## src/rtl/hamming_pkg.sv

```systemverilog
// Shared helpers for the SECDED pipeline: width derivation, position-to-data mapping and
// the decode status type.
package hamming_pkg;

  typedef enum logic [1:0] {
    Clean,
    Sec,
    Ded
  } dec_status_e;

  function automatic int calc_par_w(input int data_w);
    for (int p = 1; p < 8; p++) begin
      if ((1 << p) >= data_w + p + 1) return p;
    end
    return 8;
  endfunction

  function automatic int calc_cw_w(input int data_w);
    return data_w + calc_par_w(data_w) + 1;
  endfunction

  // Hamming position (1-based) to data bit index; -1 marks a parity position.
  function automatic int pos_to_data_idx(input int pos);
    int n_par;
    n_par = 0;
    if ((pos & (pos - 1)) == 0) return -1;
    for (int i = 0; i < 8; i++) begin
      if ((1 << i) <= pos) n_par++;
    end
    return pos - 1 - n_par;
  endfunction

endpackage

```

## src/rtl/hamming_syndrome.sv

```systemverilog
// Combinational Hamming syndrome (XOR of set-bit positions) and overall parity of a codeword.
module hamming_syndrome
  import hamming_pkg::*;
#(
  parameter int DATA_W = 16,
  localparam int PAR_W = calc_par_w(DATA_W),
  localparam int CW_W  = calc_cw_w(DATA_W)
) (
  input  logic [CW_W-1:0]  code,
  output logic [PAR_W-1:0] syn,
  output logic             ovp
);

  always_comb begin
    syn = '0;
    for (int k = 0; k < CW_W - 1; k++) begin
      if (code[k]) syn = syn ^ PAR_W'(k + 1);
    end
  end

  assign ovp = ^code;

endmodule

```

## src/rtl/hamming_secded_pipe.sv

```systemverilog
// Two-stage SECDED decoder with valid/ready handshakes. Optional saturating SEC/DED event
// counters are built only when HAMMING_ERR_CNT_EN is defined.
module hamming_secded_pipe
  import hamming_pkg::*;
#(
  parameter int DATA_W = 16,
  parameter int CNT_W  = 16,
  localparam int PAR_W = calc_par_w(DATA_W),
  localparam int CW_W  = calc_cw_w(DATA_W)
) (
  input  logic              clk,
  input  logic              rst_n,
  input  logic              in_valid,
  output logic              in_ready,
  input  logic [CW_W-1:0]   in_code,
  output logic              out_valid,
  input  logic              out_ready,
  output logic [DATA_W-1:0] out_data,
  output logic [PAR_W-1:0]  out_syndrome,
  output logic              out_sec,
  output logic              out_ded,
  input  logic              cnt_clr,
  output logic [CNT_W-1:0]  sec_cnt,
  output logic [CNT_W-1:0]  ded_cnt
);

  logic              s1_valid_q;
  logic [CW_W-1:0]   s1_code_q;
  logic [PAR_W-1:0]  s1_syn_q;
  logic              s1_ovp_q;
  logic [PAR_W-1:0]  syn;
  logic              ovp;
  logic              s2_free;
  dec_status_e       status;
  logic [CW_W-1:0]   fixed;
  logic [DATA_W-1:0] data_fix;
  logic              unused_fixed;

  hamming_syndrome #(
    .DATA_W(DATA_W)
  ) u_syndrome (
    .code(in_code),
    .syn (syn),
    .ovp (ovp)
  );

  assign s2_free  = !out_valid || out_ready;
  assign in_ready = !s1_valid_q || s2_free;

  always_comb begin
    status = Clean;
    fixed  = s1_code_q;
    if (s1_ovp_q) begin
      if (s1_syn_q == '0) begin
        status = Sec;
      end else if (int'(s1_syn_q) <= CW_W - 1) begin
        status = Sec;
        for (int k = 0; k < CW_W - 1; k++) begin
          if (int'(s1_syn_q) == k + 1) fixed[k] = ~fixed[k];
        end
      end else begin
        status = Ded;
      end
    end else if (s1_syn_q != '0) begin
      status = Ded;
    end
    data_fix = '0;
    for (int p = 1; p < CW_W; p++) begin
      if (pos_to_data_idx(p) >= 0) data_fix[pos_to_data_idx(p)] = fixed[p-1];
    end
  end

  // Parity positions and the overall bit carry no data.
  assign unused_fixed = ^fixed;

  always_ff @(posedge clk) begin
    if (!rst_n) begin
      s1_valid_q   <= 1'b0;
      s1_code_q    <= '0;
      s1_syn_q     <= '0;
      s1_ovp_q     <= 1'b0;
      out_valid    <= 1'b0;
      out_data     <= '0;
      out_syndrome <= '0;
      out_sec      <= 1'b0;
      out_ded      <= 1'b0;
    end else begin
      if (in_ready) begin
        s1_valid_q <= in_valid;
        if (in_valid) begin
          s1_code_q <= in_code;
          s1_syn_q  <= syn;
          s1_ovp_q  <= ovp;
        end
      end
      if (s2_free) begin
        out_valid <= s1_valid_q;
        if (s1_valid_q) begin
          out_data     <= data_fix;
          out_syndrome <= s1_syn_q;
          out_sec      <= (status == Sec);
          out_ded      <= (status == Ded);
        end
      end
    end
  end

`ifdef HAMMING_ERR_CNT_EN
  logic [CNT_W-1:0] sec_cnt_q;
  logic [CNT_W-1:0] ded_cnt_q;

  always_ff @(posedge clk) begin
    if (!rst_n || cnt_clr) begin
      sec_cnt_q <= '0;
      ded_cnt_q <= '0;
    end else if (out_valid && out_ready) begin
      if (out_sec && sec_cnt_q != '1) sec_cnt_q <= sec_cnt_q + 1'b1;
      if (out_ded && ded_cnt_q != '1) ded_cnt_q <= ded_cnt_q + 1'b1;
    end
  end

  assign sec_cnt = sec_cnt_q;
  assign ded_cnt = ded_cnt_q;
`else
  logic unused_cnt_clr;
  assign unused_cnt_clr = cnt_clr;
  assign sec_cnt = '0;
  assign ded_cnt = '0;
`endif

endmodule

```

## config.mk

```make
export PLATFORM = sky130hd
export DESIGN_NAME = hamming_secded_pipe
export DESIGN_NICKNAME = d
export VERILOG_FILES = /design/src/rtl/hamming_pkg.sv /design/src/rtl/hamming_syndrome.sv /design/src/rtl/hamming_secded_pipe.sv
export SDC_FILE = /design/constraint.sdc
export NUM_CORES = 1
export LEC_CHECK = 0
export CORE_ASPECT_RATIO = 0.7
export CORE_MARGIN = 5
export CORE_UTILIZATION = 52
export CTS_BUF_LIST = sky130_fd_sc_hd__clkbuf_2 sky130_fd_sc_hd__clkbuf_4 sky130_fd_sc_hd__clkbuf_8
export CTS_CLUSTER_SIZE = 12
export DETAILED_ROUTE_END_ITERATION = 8
export GPL_TIMING_DRIVEN = 0
export HOLD_SLACK_MARGIN = 0.03
export PLACE_DENSITY = 0.94
export SLEW_MARGIN = 10
export SYNTH_ARGS = -nofsm -noshare
export SYNTH_HDL_FRONTEND = slang
export SYNTH_SLANG_ARGS = --single-unit
```

## constraint.sdc

```tcl
create_clock -name clk -period 2.4 [get_ports clk]
set_clock_uncertainty 0.05 [all_clocks]
set_input_delay 0.36 -clock clk [delete_from_list [all_inputs] [get_ports clk]]
set_output_delay 0.36 -clock clk [all_outputs]
set_load 0.005 [all_outputs]
```

Yosys cells after proc, flatten, opt, wreduce, memory -nomap -nowiden --
Cells that the tools add are included.
Cells by class: order comparisons 1, mux-type cells 49, equal/unequal tests 23, bitwise logic cells 41, reduce and logical (&&, ||, !) cells 9
Operators with widths (number):
- == test 5 bit, second input constant | 14
- 2-to-1 mux 21 bit | 3
- 2-to-1 mux 4 bit | 8
- 2-to-1 mux 5 bit | 6
- 2-to-1 mux 1 bit | 22
- parity 22 bit | 1
- inverter 1 bit | 21
- == test 5 x 4 -> 1 bit, second input constant | 4
- inverter 2 bit | 9
- inverter 3 bit | 6
- 2-to-1 mux 2 bit | 6
- 2-to-1 mux 3 bit | 4
- == test 5 x 3 -> 1 bit, second input constant | 2
- == test 5 x 2 -> 1 bit, second input constant | 1
- less-or-equal comparator 5 bit, second input constant | 1
- logical NOT 5 bit | 1
- nonzero test 5 bit | 1
- inverter 1 bit, first input constant | 4
- inverter 4 bit | 1
- AND reduction 2 bit | 2
- == test 2 x 1 -> 1 bit, second input constant | 1
- == test 2 bit, second input constant | 1
- logical NOT 1 bit | 2
- logical OR 1 bit | 2
Storage, ports and cells: flip-flop bits (word level) 52, bits of input ports 27, output and inout bits 57, word-level logic and storage cells 132

Longest topological paths before layout --
depth in word-level cells 37, mapped depth 7, gate-level depth less buffers 5

Cells and area by module --
Synthesis repeated with hierarchy kept, for this count alone.
Second synthesis, totals: cells, all modules 309, area, all modules 2831.5 sq um
By module, submodules not included:
- hamming_secded_pipe | instances 1, cells an instance 275, area each 2456.1 sq um, seq. area each 940.9 sq um
- hamming_syndrome | instances 1, cells an instance 34, area each 375.4 sq um, seq. area each 0.0 sq um

Worst setup path after synthesis --
Ideal clock, no wire load.
kind input-to-reg, start point input in_code[20], end point register s1_ovp_q, stages on the path 5, data required time 2217 ps, slack 837 ps, path buffers 0, arrival time 1380 ps, setup time 133 ps, path through xor2_2 > xnor2_1 > xnor3_1 > xnor2_1 > a21oi_1
On the way: longest elaborated chain between the ends 1
RTL lines:
- start, declared | line hamming_secded_pipe.sv:15 | input logic [CW_W-1:0] in_code,
- parity 22 bit | line hamming_syndrome.sv:21 | assign ovp = ^code;
- end signal, assigned | line hamming_secded_pipe.sv:93 | s1_ovp_q <= ovp;
- end, declared | line hamming_secded_pipe.sv:30 | logic s1_ovp_q;
Every way passes these cells. A chain may end at the register's enable or synchronous reset.

Final worst setup path --
start point input out_ready, end point output in_ready
On the way: longest elaborated chain between the ends 2
RTL lines:
- start, declared | line hamming_secded_pipe.sv:17 | input logic out_ready,
- logical OR 1 bit | line hamming_secded_pipe.sv:47 | assign s2_free = !out_valid || out_ready;
- logical OR 1 bit | line hamming_secded_pipe.sv:48 | assign in_ready = !s1_valid_q || s2_free;
- end, declared | line hamming_secded_pipe.sv:14 | output logic in_ready,
Every way passes these cells.

==> results_dict.tcl <==
set metrics [dict create \
    min_period_ps 2030 \
    final_common_cell "nand2_1" \
    synth_mux_area_frac 0 \
    ys_ff_latch 47 \
    leakage_uw 0.00140 \
    synthCells 309 \
    hold_violations 0 \
    worstHoldStart "out_syndrome[4]" \
    critPathTopFamily "buffers and inverters" \
    yosys_warnings 0 \
    fin_crit_sh 0.845 \
    crit_fanout 5 \
    num_rows 21 \
    clockBufferDepth 2 \
    cts_tree "done" \
    setup_tns_ps 0 \
    grt.overflow.total 0 \
    crit_buf_inv 2 \
    cts_hold_buf 0 \
    fin_hold_ws_ps 415 \
    dp_cells 459 \
    path_cells "clkdlybuf4s50_1 > nor2b_1 > nand2_1 > clkdlybuf4s50_1" \
    drt_iter0_drc 147 \
    ant_nets 0 \
    synth_top_family_by_area "XOR/XNOR gates" \
    setup_viol 0 \
    synth_edf_count 0 \
    synth-simple-area-share 0.184 \
    critPathLaunchType "primary input" \
    grt_max_degree 15 \
    layout_common_cells "nand2_1, clkdlybuf4s50_1, dfxtp_1" \
    slowest_stage "clkdlybuf4s50_1" \
    diodes 0 \
    grt_pass1_vias 2169 \
    syn_area_per_cell_um2 8.42 \
    cts_num_sinks 47 \
    slew_viol_final 0 \
    initial_core_util 0.541 \
    clk_latency_ps 300 \
    synthArstFlopShare 0 \
    io_pins 84 \
    syn_area_um2 2600 \
    cp_common_cell "clkdlybuf4s50_1" \
    remaining_drc_errors 0 \
    critPathKind "primary input to output port" \
    yosys.area_share.xor_xnor 0.211 \
    dieWidth_um 94.6 \
    place_area_um2 3310 \
    h-tree-depth 2 \
    wl_per_cell_um 13.4 \
    first_pass_iters 4 \
    area_growth_pct 32.3 \
    portBuffers 50 \
    synth_seq_area_share 0.362 \
    hold_class "flop to flop" \
    clk_pin_slew_ps 80 \
    ctsResizeCount 0 \
    gp_congestion 0.888 \
    synth_compound_area_frac 0.121 \
    slowest_delay_ps 470 \
    postCtsSetupBuffers 0 \
    die_area_um2 6540 \
    finalInstanceArea_um2 3440 \
    dpl.hpwl_um 5000 \
    wl_um 6280 \
    rsz0062_at_grt "no" \
    crit_path_end_kind "output port" \
    status "finished, final reports clean" \
    core_area_um2 4810 \
    cts-root-buf "clkbuf_8" \
    vias 2217 \
    reg2reg_from "out_valid" \
    drv_cap 0 \
    finalPower_uw 2190 \
    setup.worst_path.start "out_ready" \
    yosysUniqueCellTypes 36 \
    worstPathArrival_ps 1620 \
    layout.nets 424 \
    via_per_inst 4.75 \
    track_usage 0.200 \
    die_h_um 69.2 \
    critical_path_required_ps 1990 \
    synthFlopType "dfxtp_1" \
    instances_no_fill 467 \
    antenna_found_initial 0 \
    ir_worst_vdd_uv 267 \
    grt_pass1_wl_um 10500 \
    fmax_ghz 0.493 \
    synth_adder_area_share 0 \
    drive_above_1_share 0.136 \
    cts_inserted_buffers 5 \
    power_density_nw_per_um2 636 \
]
## worst paths after layout
| kind | to | slack (ps) | cells past startpoint |
|---|---|---|---|
| max | in_ready | 370 | 4 |
| max reg2reg | out_data[14] | 530 | 5 |
| min | out_syndrome[4] | 410 | 2 |
| min reg2reg | out_syndrome[4] | 410 | 2 |
## cells in the mapped netlist, types with 6 or more instances
library cell	number	area (um^2)
buf_2	6	30.0
nor2_1	27	101
nor2b_1	6	37.5
a21oi_1	26	130
xnor2_1	24	210
dfxtp_1	47	941
a211oi_1	18	135
nand2_1	59	221
xor2_1	17	149
buf_4	32	240
clkbuf_1	9	33.8
## cells by family (layout without fill, tap and decap cells)
logic type	after synthesis	count (layout)
compound gates	51	51
xor+xnor	50	50
buf+inv	50	108
flops	47	47
other cells	1	32
simple gates	110	110
## state kept, by name (all words and copies together), names as in the netlist
signal and count:
out_data 16, out_ded 1, out_sec 1, out_syndrome 5
out_valid 1, s1_code_q 16, s1_ovp_q 1, s1_syn_q 5
s1_valid_q 1
## stage by stage
| step | utilization | worst slack, ps |
|---|---|---|
| floorplan | - | 837 |
| global placement | 0.687 | 138 |
| detailed placement | 0.687 | 142 |
| CTS | 0.716 | 367 |
| global route | 0.716 | 276 |
| finish | 0.716 | 373 |
## cell type report
| class | count | area (um^2) |
|---|---|---|
| Buffer | 49 | 312 |
| Clock buffer | 6 | 76.3 |
| Clock inverter | 2 | 60.1 |
| Fill cell | 391 | 1370 |
| Inverter | 1 | 3.75 |
| Multi-Input combinational cell | 243 | 1460 |
| Sequential cell | 47 | 941 |
| Tap cell | 69 | 86.3 |
| Timing Repair Buffer | 50 | 500 |
## report_power, final
part	internal (uW)	switching [uW]	leakage (uW)
sequential	840	48.1	0.000387
combinational	316	290	0.000940
clock	428	266	0.0000688
total	1580	605	0.00140
## layer usage
metal	routed length, um	GRT usage
met1	2780	0.274
met2	3030	0.323
met3	409	0.0434
met4	61	0.0416
met5	0	0
## worst reg2reg max path: stages, from the launching register on
cell	delay [ps]
dfxtp_1	320
nor2b_1	160
nor2b_1	270
clkbuf_1	370
buf_1	420
a211oi_1	150
No activity file was read; power rests on OpenSTA's default activity.
